--- src/rtl/add_pipe_nbit.sv ---
// rtl/add_pipe_nbit.sv - chunked pipelined adder/subtractor; optional saturation via ADD_PIPE_SAT_EN
module add_pipe_nbit #(
  parameter int WIDTH  = 16,
  parameter int STAGES = 4
) (
  input  logic             clk,
  input  logic             rst,
  input  logic             in_valid,
  output logic             in_ready,
  input  logic [WIDTH-1:0] a,
  input  logic [WIDTH-1:0] b,
  input  logic             cin,
  input  logic             sub,
`ifdef ADD_PIPE_SAT_EN
  input  logic             sat,
`endif
  output logic             out_valid,
  input  logic             out_ready,
  output logic [WIDTH-1:0] s,
  output logic             cout,
  output logic             ovf,
  output logic             zero
);

  localparam int C = WIDTH / STAGES;

  logic             w_adv;
  logic             w_acc;
  logic [WIDTH-1:0] w_b_eff;
  logic             w_cin_eff;
  logic             w_sat;

  logic             r_out_valid;
  logic [WIDTH-1:0] r_s;
  logic             r_cout;
  logic             r_ovf;
  logic             r_zero;

  // Global stall: the whole pipe freezes only while a finished result waits.
  assign w_adv     = !(r_out_valid && !out_ready);
  assign in_ready  = w_adv;
  assign w_acc     = in_valid && w_adv;

  // Subtraction folds into addition: a + ~b + ~cin.
  assign w_b_eff   = sub ? ~b : b;
  assign w_cin_eff = cin ^ sub;

`ifdef ADD_PIPE_SAT_EN
  assign w_sat = sat;
`else
  assign w_sat = 1'b0;
`endif

  for (genvar k = 0; k < STAGES; k++) begin : g_stg
    logic               w_vld_in;
    logic               w_cy_in;
    logic               w_sat_in;
    logic [C-1:0]       w_a_ch;
    logic [C-1:0]       w_b_ch;
    logic [C:0]         w_ch;
    logic [(k+1)*C-1:0] w_sum_nxt;

    // Stage 0 eats the raw beat; later stages eat the skewed operands of the previous stage.
    if (k == 0) begin : g_src
      assign w_vld_in  = w_acc;
      assign w_cy_in   = w_cin_eff;
      assign w_sat_in  = w_sat;
      assign w_a_ch    = a[C-1:0];
      assign w_b_ch    = w_b_eff[C-1:0];
      assign w_sum_nxt = w_ch[C-1:0];
    end else begin : g_src
      assign w_vld_in  = g_stg[k-1].g_fwd.r_vld;
      assign w_cy_in   = g_stg[k-1].g_fwd.r_cy;
      assign w_sat_in  = g_stg[k-1].g_fwd.r_sat;
      assign w_a_ch    = g_stg[k-1].g_fwd.r_a[C-1:0];
      assign w_b_ch    = g_stg[k-1].g_fwd.r_b[C-1:0];
      assign w_sum_nxt = {w_ch[C-1:0], g_stg[k-1].g_fwd.r_sum};
    end

    assign w_ch = {1'b0, w_a_ch} + {1'b0, w_b_ch} + {{C{1'b0}}, w_cy_in};

    if (k < STAGES - 1) begin : g_fwd
      localparam int RW = WIDTH - (k + 1) * C;

      logic               r_vld;
      logic               r_cy;
      logic               r_sat;
      logic [RW-1:0]      r_a;
      logic [RW-1:0]      r_b;
      logic [(k+1)*C-1:0] r_sum;
      logic [RW-1:0]      w_a_up;
      logic [RW-1:0]      w_b_up;

      // Only the not-yet-added operand chunks travel further down the pipe.
      if (k == 0) begin : g_up
        assign w_a_up = a[WIDTH-1:C];
        assign w_b_up = w_b_eff[WIDTH-1:C];
      end else begin : g_up
        assign w_a_up = g_stg[k-1].g_fwd.r_a[RW+C-1:C];
        assign w_b_up = g_stg[k-1].g_fwd.r_b[RW+C-1:C];
      end

      // Intermediate stage register: shifts on advance, data only loads under a valid beat.
      always_ff @(posedge clk) begin
        if (rst) begin
          r_vld <= 1'b0;
          r_cy  <= 1'b0;
          r_sat <= 1'b0;
          r_a   <= '0;
          r_b   <= '0;
          r_sum <= '0;
        end else if (w_adv) begin
          r_vld <= w_vld_in;
          if (w_vld_in) begin
            r_cy  <= w_ch[C];
            r_sat <= w_sat_in;
            r_a   <= w_a_up;
            r_b   <= w_b_up;
            r_sum <= w_sum_nxt;
          end
        end
      end
    end else begin : g_last
      logic             w_ovf;
      logic [WIDTH-1:0] w_res;

      // Carry into the MSB is recovered as a^b^sum at that bit.
      assign w_ovf = w_a_ch[C-1] ^ w_b_ch[C-1] ^ w_ch[C-1] ^ w_ch[C];

      // Clamp direction follows the operand sign: both operands share it when overflow occurs.
      always_comb begin
        w_res = w_sum_nxt;
        if (w_sat_in && w_ovf) begin
          w_res = w_a_ch[C-1] ? {1'b1, {(WIDTH-1){1'b0}}} : {1'b0, {(WIDTH-1){1'b1}}};
        end
      end

      // Output stage register: results and flags hold while stalled.
      always_ff @(posedge clk) begin
        if (rst) begin
          r_out_valid <= 1'b0;
          r_s         <= '0;
          r_cout      <= 1'b0;
          r_ovf       <= 1'b0;
          r_zero      <= 1'b0;
        end else if (w_adv) begin
          r_out_valid <= w_vld_in;
          if (w_vld_in) begin
            r_s    <= w_res;
            r_cout <= w_ch[C];
            r_ovf  <= w_ovf;
            r_zero <= (w_res == '0);
          end
        end
      end
    end
  end

  assign out_valid = r_out_valid;
  assign s         = r_s;
  assign cout      = r_cout;
  assign ovf       = r_ovf;
  assign zero      = r_zero;

endmodule

--- config.mk ---
export PLATFORM = sky130hd
export DESIGN_NAME = add_pipe_nbit
export DESIGN_NICKNAME = d
export VERILOG_FILES = /design/src/rtl/add_pipe_nbit.sv
export SDC_FILE = /design/constraint.sdc
export NUM_CORES = 1
export LEC_CHECK = 0
export ABC_CLOCK_PERIOD_IN_PS = 2200
export CAP_MARGIN = 0
export CORE_MARGIN = 1.5
export CORE_UTILIZATION = 40
export CTS_BUF_LIST = sky130_fd_sc_hd__clkbuf_4
export CTS_CLUSTER_DIAMETER = 120
export DETAILED_ROUTE_END_ITERATION = 10
export GPL_TIMING_DRIVEN = 0
export HOLD_SLACK_MARGIN = 0.08
export SYNTH_ARGS = -nofsm -noshare
export SYNTH_HDL_FRONTEND = slang
export SYNTH_SLANG_ARGS = --single-unit
--- constraint.sdc ---
create_clock -name clk -period 2.2 [get_ports clk]
set_clock_uncertainty 0.05 [all_clocks]
set_input_delay 0.33 -clock clk [delete_from_list [all_inputs] [get_ports clk]]
set_output_delay 0.33 -clock clk [all_outputs]
set_load 0.1 [all_outputs]
# Word level (Yosys, flattened, before mapping)
# Index checks and enable logic that the tools add are counted.
# word_totals
regBits,98
latchBits,0
ram_bits,0
mem_bits_ro,0
out_inout_bits,21
wordCells,44
memories,0
# classes
add_sub_neg,8
mul,0
div_mod_pow,0
n_lt_le_gt_ge,0
n_eq_ne,0
shift,0
muxes,1
n_bitwise,6
reduce_logical,9
# ops
op,count
adder 4 x 4 -> 5 bit,4
adder 5 x 1 -> 5 bit,4
zero test 16 bit,1
2-to-1 mux 16 bit,1
NOT 16 bit,1
AND reduction 2 bit,4
bitwise XOR 1 bit,4
logical AND 1 bit,2
zero test 1 bit,2
NOT 1 bit,1

# Depth between registers and ports, before layout
# depth
ltp_word,5
depth_mapped,10
depth_no_buf,8

# Worst setup path after synthesis
# Ideal clock, no wire load.
# synth_path
kind,register to register
from,register r_out_valid (netlist: out_valid)
to,register g_stg[0].g_fwd.r_b[10]
t_arrival_ns,2.220
required_ns,2.069
path_slack_ns,-0.150
stages_incl_launch_ff,8
path_buffers,3
synth_period_minus_slack_ns,2.350
path_cell_list,dfxtp_1 nor2b_4 inv_4 and2_4 buf_6 buf_6 buf_6 a211oi_2
# synth_via
elab_chain_cells,4
elab_cells_between_ends,5
cone_classes,1 x bitwise; 4 x reduce/logical
# synth_rtl
element,line_no,source
from (decl),33,logic r_out_valid;
from (signal assigned),147,r_out_valid <= w_vld_in;
logical AND 1 bit,40,assign w_adv = !(r_out_valid && !out_ready);
zero test 1 bit,40,
net in_ready,9,"output logic in_ready,"
logical AND 1 bit,42,assign w_acc = in_valid && w_adv;
AND reduction 2 bit (no line),n/a,
to (signal assigned),118,r_b <= w_b_up;
to (decl),89,logic [RW-1:0] r_b;
# The timed path passes the listed nets, and every way through them passes these cells.
# A chain may end at the register's enable or synchronous reset.

# Worst setup path after layout
# layout_path
from,register g_stg[2].g_fwd.r_cy
to,register r_ovf (netlist: ovf)
# layout_via
elab_chain_cells,3
# layout_rtl
element,line_no,source
from (decl),86,logic r_cy;
from (signal assigned),115,r_cy <= w_ch[C];
adder 5 x 1 -> 5 bit (*),80,"assign w_ch = {1'b0, w_a_ch} + {1'b0, w_b_ch} + {{C{1'b0}}, w_cy_in};"
bitwise XOR 1 bit,128,assign w_ovf = w_a_ch[C-1] ^ w_b_ch[C-1] ^ w_ch[C-1] ^ w_ch[C];
bitwise XOR 1 bit (*),128,
to (signal assigned),151,r_ovf <= w_ovf;
to (decl),36,logic r_ovf;
# Every way passes the cells marked *; elsewhere a longest branch is shown, timed or not.

==> impl_summary.md <==
Layout
From synthesis to final layout, the design area changed by 21.2%. At the end of the flow the core is filled with cells to 0.498. After filler insertion, the fill cell instance count of the layout stands at 1037.

The fraction of final layout cells sized beyond drive strength 1 is 0.105. After routing the design area is 0.00512 mm2. After the last flow step, the layout net total stands at 614. The antenna cell count is 0.

Global route
The first-pass GRT wire length is 15600 um. Entering global routing, the biggest net connects 18 pins. The global-route usage over all layers is 0.178.

The initial antenna violation count came to 0. The via count of the first global-routing pass came to 3245. After global routing the overflow that remains totals 0.

Setup path
Tracing the worst setup path back leads to its startpoint at g_stg[2].g_fwd.r_cy. The worst setup path is captured at a flop. In this run the critical register-to-register path is captured at ovf. The cell depth of the worst flop-to-flop path is 6. Setup slack on the worst reg-to-reg path comes out at 0.09 ns. The slowest library cell on the worst path is fa_2. The delay contributed by the slowest stage of the critical path is 0.41 ns. The kind of start point of the critical path is a flop. The signal on the critical path passes through fa_2 > fa_2 > a21o_1 > a2111oi_4 > a21oi_2 > a221oi_2. The worst register-to-register path begins at g_stg[2].g_fwd.r_cy. The kind of critical path is reg -> reg.

For the worst setup path, the data required time is 2.54 ns. The critical path data arrival time is 2.44 ns. The critical path ends at ovf. The most prevalent standard cell on the critical path is fa_2. The biggest fanout along the worst timing path is 2.

Detailed routing
After the first detailed-routing iteration, the DRC count stood at 82. Wires add up to 9270 um. After detailed routing, the average wire length per cell comes to 13.3 um. The number of nets with antenna violations after detailed routing is 0. The number of vias after detailed routing is 3353. The number of detailed-route iterations in the first pass is 4. The detail-routed via count per cell is 4.81. The final routed DRC violation total is 0.

Die
The total number of placement rows is 37. The effective utilization at floorplan is 0.411. The core region is 0.0103 mm2. In this run the vertical extent of the chip is 106 um. The die area is 0.0112 mm2. The I/O pin count is 59. In this run the horizontal extent of the chip is 106 um.

STA
The number of max-slew violations in the final report came to 0. At the pin with the least slew margin, the transition time is 0.955 ns. Dividing the final minimum period by the clock period gives 0.957.

The number of endpoints with negative hold slack in the final report is 0. The number of endpoints failing setup at the final stage is 0. The minimum period implied by the final worst setup slack is 2.11 ns. In this run the tightest slew margin relative to its limit is 0.366. Setup repair after global routing could not meet its margin everywhere. Based on the critical path, the design can be clocked at up to 475 MHz.

The worst hold slack across all endpoints is 0.286 ns. After routing, the total negative slack on setup checks comes to 0 ns.

Power
The power density normalized to cell area is 673 mW/mm2. The static leakage power is 1.93 nW. VDD sags by at most 0.404 mV. After layout, the design draws a total of 3.44 mW.

CTS
The H-tree was split into 3 levels. The CTS clock-pin slew for the worst setup and hold paths is 0.17 ns. The number of clock sinks is 98. The later pin in the worst-skew pair is clocked with a latency of 0.45 ns. The tree is rooted in a clkbuf_4.

TritonCTS built the clock tree. The CTS buffer count is 9. No sink is reached through more buffers than the 2 on the longest clock path.

Logic synthesis
The number of warnings printed during yosys synthesis is 0. The cell count after synthesis came out at 488. The count of cell types in the netlist is 35. The most used flip-flop cell after synthesis is dfxtp_1. Synthesis inferred 98 register bits.

The total standard cell area after synthesis is 0.00422 mm2. Yosys mapped a number of flops with a built-in enable equal to 0. Dividing the synthesized area by the synthesized cell count gives 8.65 um2. For this run, the register share of the synthesized area comes to 0.465.

The number of nets produced by synthesis is 546. Of all flip-flops after synthesis, the portion carrying an async set or reset was 0.

Placed design
In this run the cell area measured after placement is 0.00495 mm2. At the end of routability-driven placement, the weighted congestion stood at 0.795. The post-detailed-placement half-perimeter wirelength is 7210 um. During placement, the flow inserted port buffers numbering 56.

Flow run
The reported max-cap violation count is 0.

Worst hold path
The class of the tightest hold or removal check is in -> reg. The count of cells along the worst hold path is 3.

Outcome
The run finished with clean final reports.
## critical path, delay by kind of cell, from the launching register on
family | cells | cell delay (ns)
DFF | 1 | 0.37
AOI/OAI and AO/OA | 4 | 0.85
adders and majority gates | 2 | 0.77
## sequential cells by signal, summed over array words and instances (netlist names)
signal	count
g_stg.g_fwd.r_a	24
g_stg.g_fwd.r_b	24
g_stg.g_fwd.r_sum	24
s	16
g_stg.g_fwd.r_cy	3
g_stg.g_fwd.r_vld	3
cout	1
out_valid	1
ovf	1
zero	1
## metal layers
layer | track usage | part of all wire | vias to the layer above
met2 | 0.308 | 0.48 | 64
li1 | - | - | 1756
met1 | 0.228 | 0.47 | 1523
met3 | 0.0241 | 0.035 | 10
met5 | 0 | 0 | -
met4 | 0.0550 | 0.013 | 0
## cells in the final DEF (no fill, tap or decap), types with 5 or more instances in the layout
| cell type | count |
|---|---|
| nand2_1 | 142 |
| dfxtp_1 | 96 |
| a21oi_1 | 70 |
| clkdlybuf4s50_1 | 35 |
| nor2_1 | 23 |
| dlygate4sd2_1 | 20 |
| xnor2_1 | 17 |
| buf_2 | 15 |
| inv_1 | 15 |
| clkbuf_1 | 13 |
| a211oi_1 | 13 |
| ha_1 | 12 |
| a211oi_2 | 11 |
| clkbuf_4 | 9 |
| nor3b_1 | 7 |
| fa_1 | 6 |
| xor2_1 | 5 |
## how the worst min path moves through the flow
stage | from | end | slack, ns
finish | sub | g_stg[0].g_fwd.r_b[11] | 0.29
global route | sub | g_stg[0].g_fwd.r_b[5] | 0.31
CTS | sub | g_stg[0].g_fwd.r_b[4] | 0.28
detailed placement | g_stg[0].g_fwd.r_a[8] | g_stg[1].g_fwd.r_a[4] | 0.40
global placement | s[4] | s[4] | 0.39
floorplan | g_stg[0].g_fwd.r_sum[3] | g_stg[1].g_fwd.r_sum[3] | 0.38
## metrics by stage
step / setup WS [ns] / std cells
3_3_place_gp: -0.365 / 680
3_5_place_dp: -0.365 / 680
4_1_cts: -0.150 / 697
6_report: 0.0946 / 697
5_1_grt: -0.0246 / 697
2_1_floorplan: 0.00100 / 488
## kinds of logic after synthesis
logic type,synth area share
adder cells (fa/ha/maj),0.0735
AO/OA/AOI/OAI,0.174
AND/OR/NAND/NOR,0.185
XOR/XNOR,0.0456
buffers and inverters,0.0575
flip-flops,0.465
## what timing repair did
action | CTS | global route
hold buffers | 0 | 0
buffers inserted | 1 | 0
hold endpoints to repair | 0 | 0
endpoints found under the setup margin | 22 | 2
pin swaps | 1 | 1
gates resized for setup | 23 | 5
## synthesized netlist by cell type (4+ instances only)
cell	count	area, um2
nand2_1	142	533
dfxtp_1	98	1960
a21oi_1	71	355
nor2_1	23	86.3
xnor2_1	17	149
buf_2	15	75.1
inv_1	15	56.3
a211oi_1	13	97.6
clkbuf_1	13	48.8
ha_1	12	150
a211oi_2	11	138
fa_1	8	160
nor3b_1	7	52.6
xor2_1	5	43.8
buf_6	4	45.0
nor2b_1	4	25.0
o21ai_0	4	20.0
## report_power, final
| group | internal (mW) | switching, mW |
|---|---|---|
| logic | 0.198 | 0.249 |
| registers | 1.85 | 0.0447 |
| clock network | 0.473 | 0.630 |
## cell type report
type / instances / area [um2] / area share
Multi-Input combinational cell: 340 / 2030 / 0.397
Sequential cell: 98 / 1960 / 0.384
Timing Repair Buffer: 57 / 538 / 0.105
Buffer: 34 / 180 / 0.0352
Tap cell: 136 / 170 / 0.0333
Clock inverter: 7 / 101 / 0.0198
Clock buffer: 9 / 67.6 / 0.0132
Inverter: 16 / 62.6 / 0.0122
No activity file was read; power rests on OpenSTA's default activity.
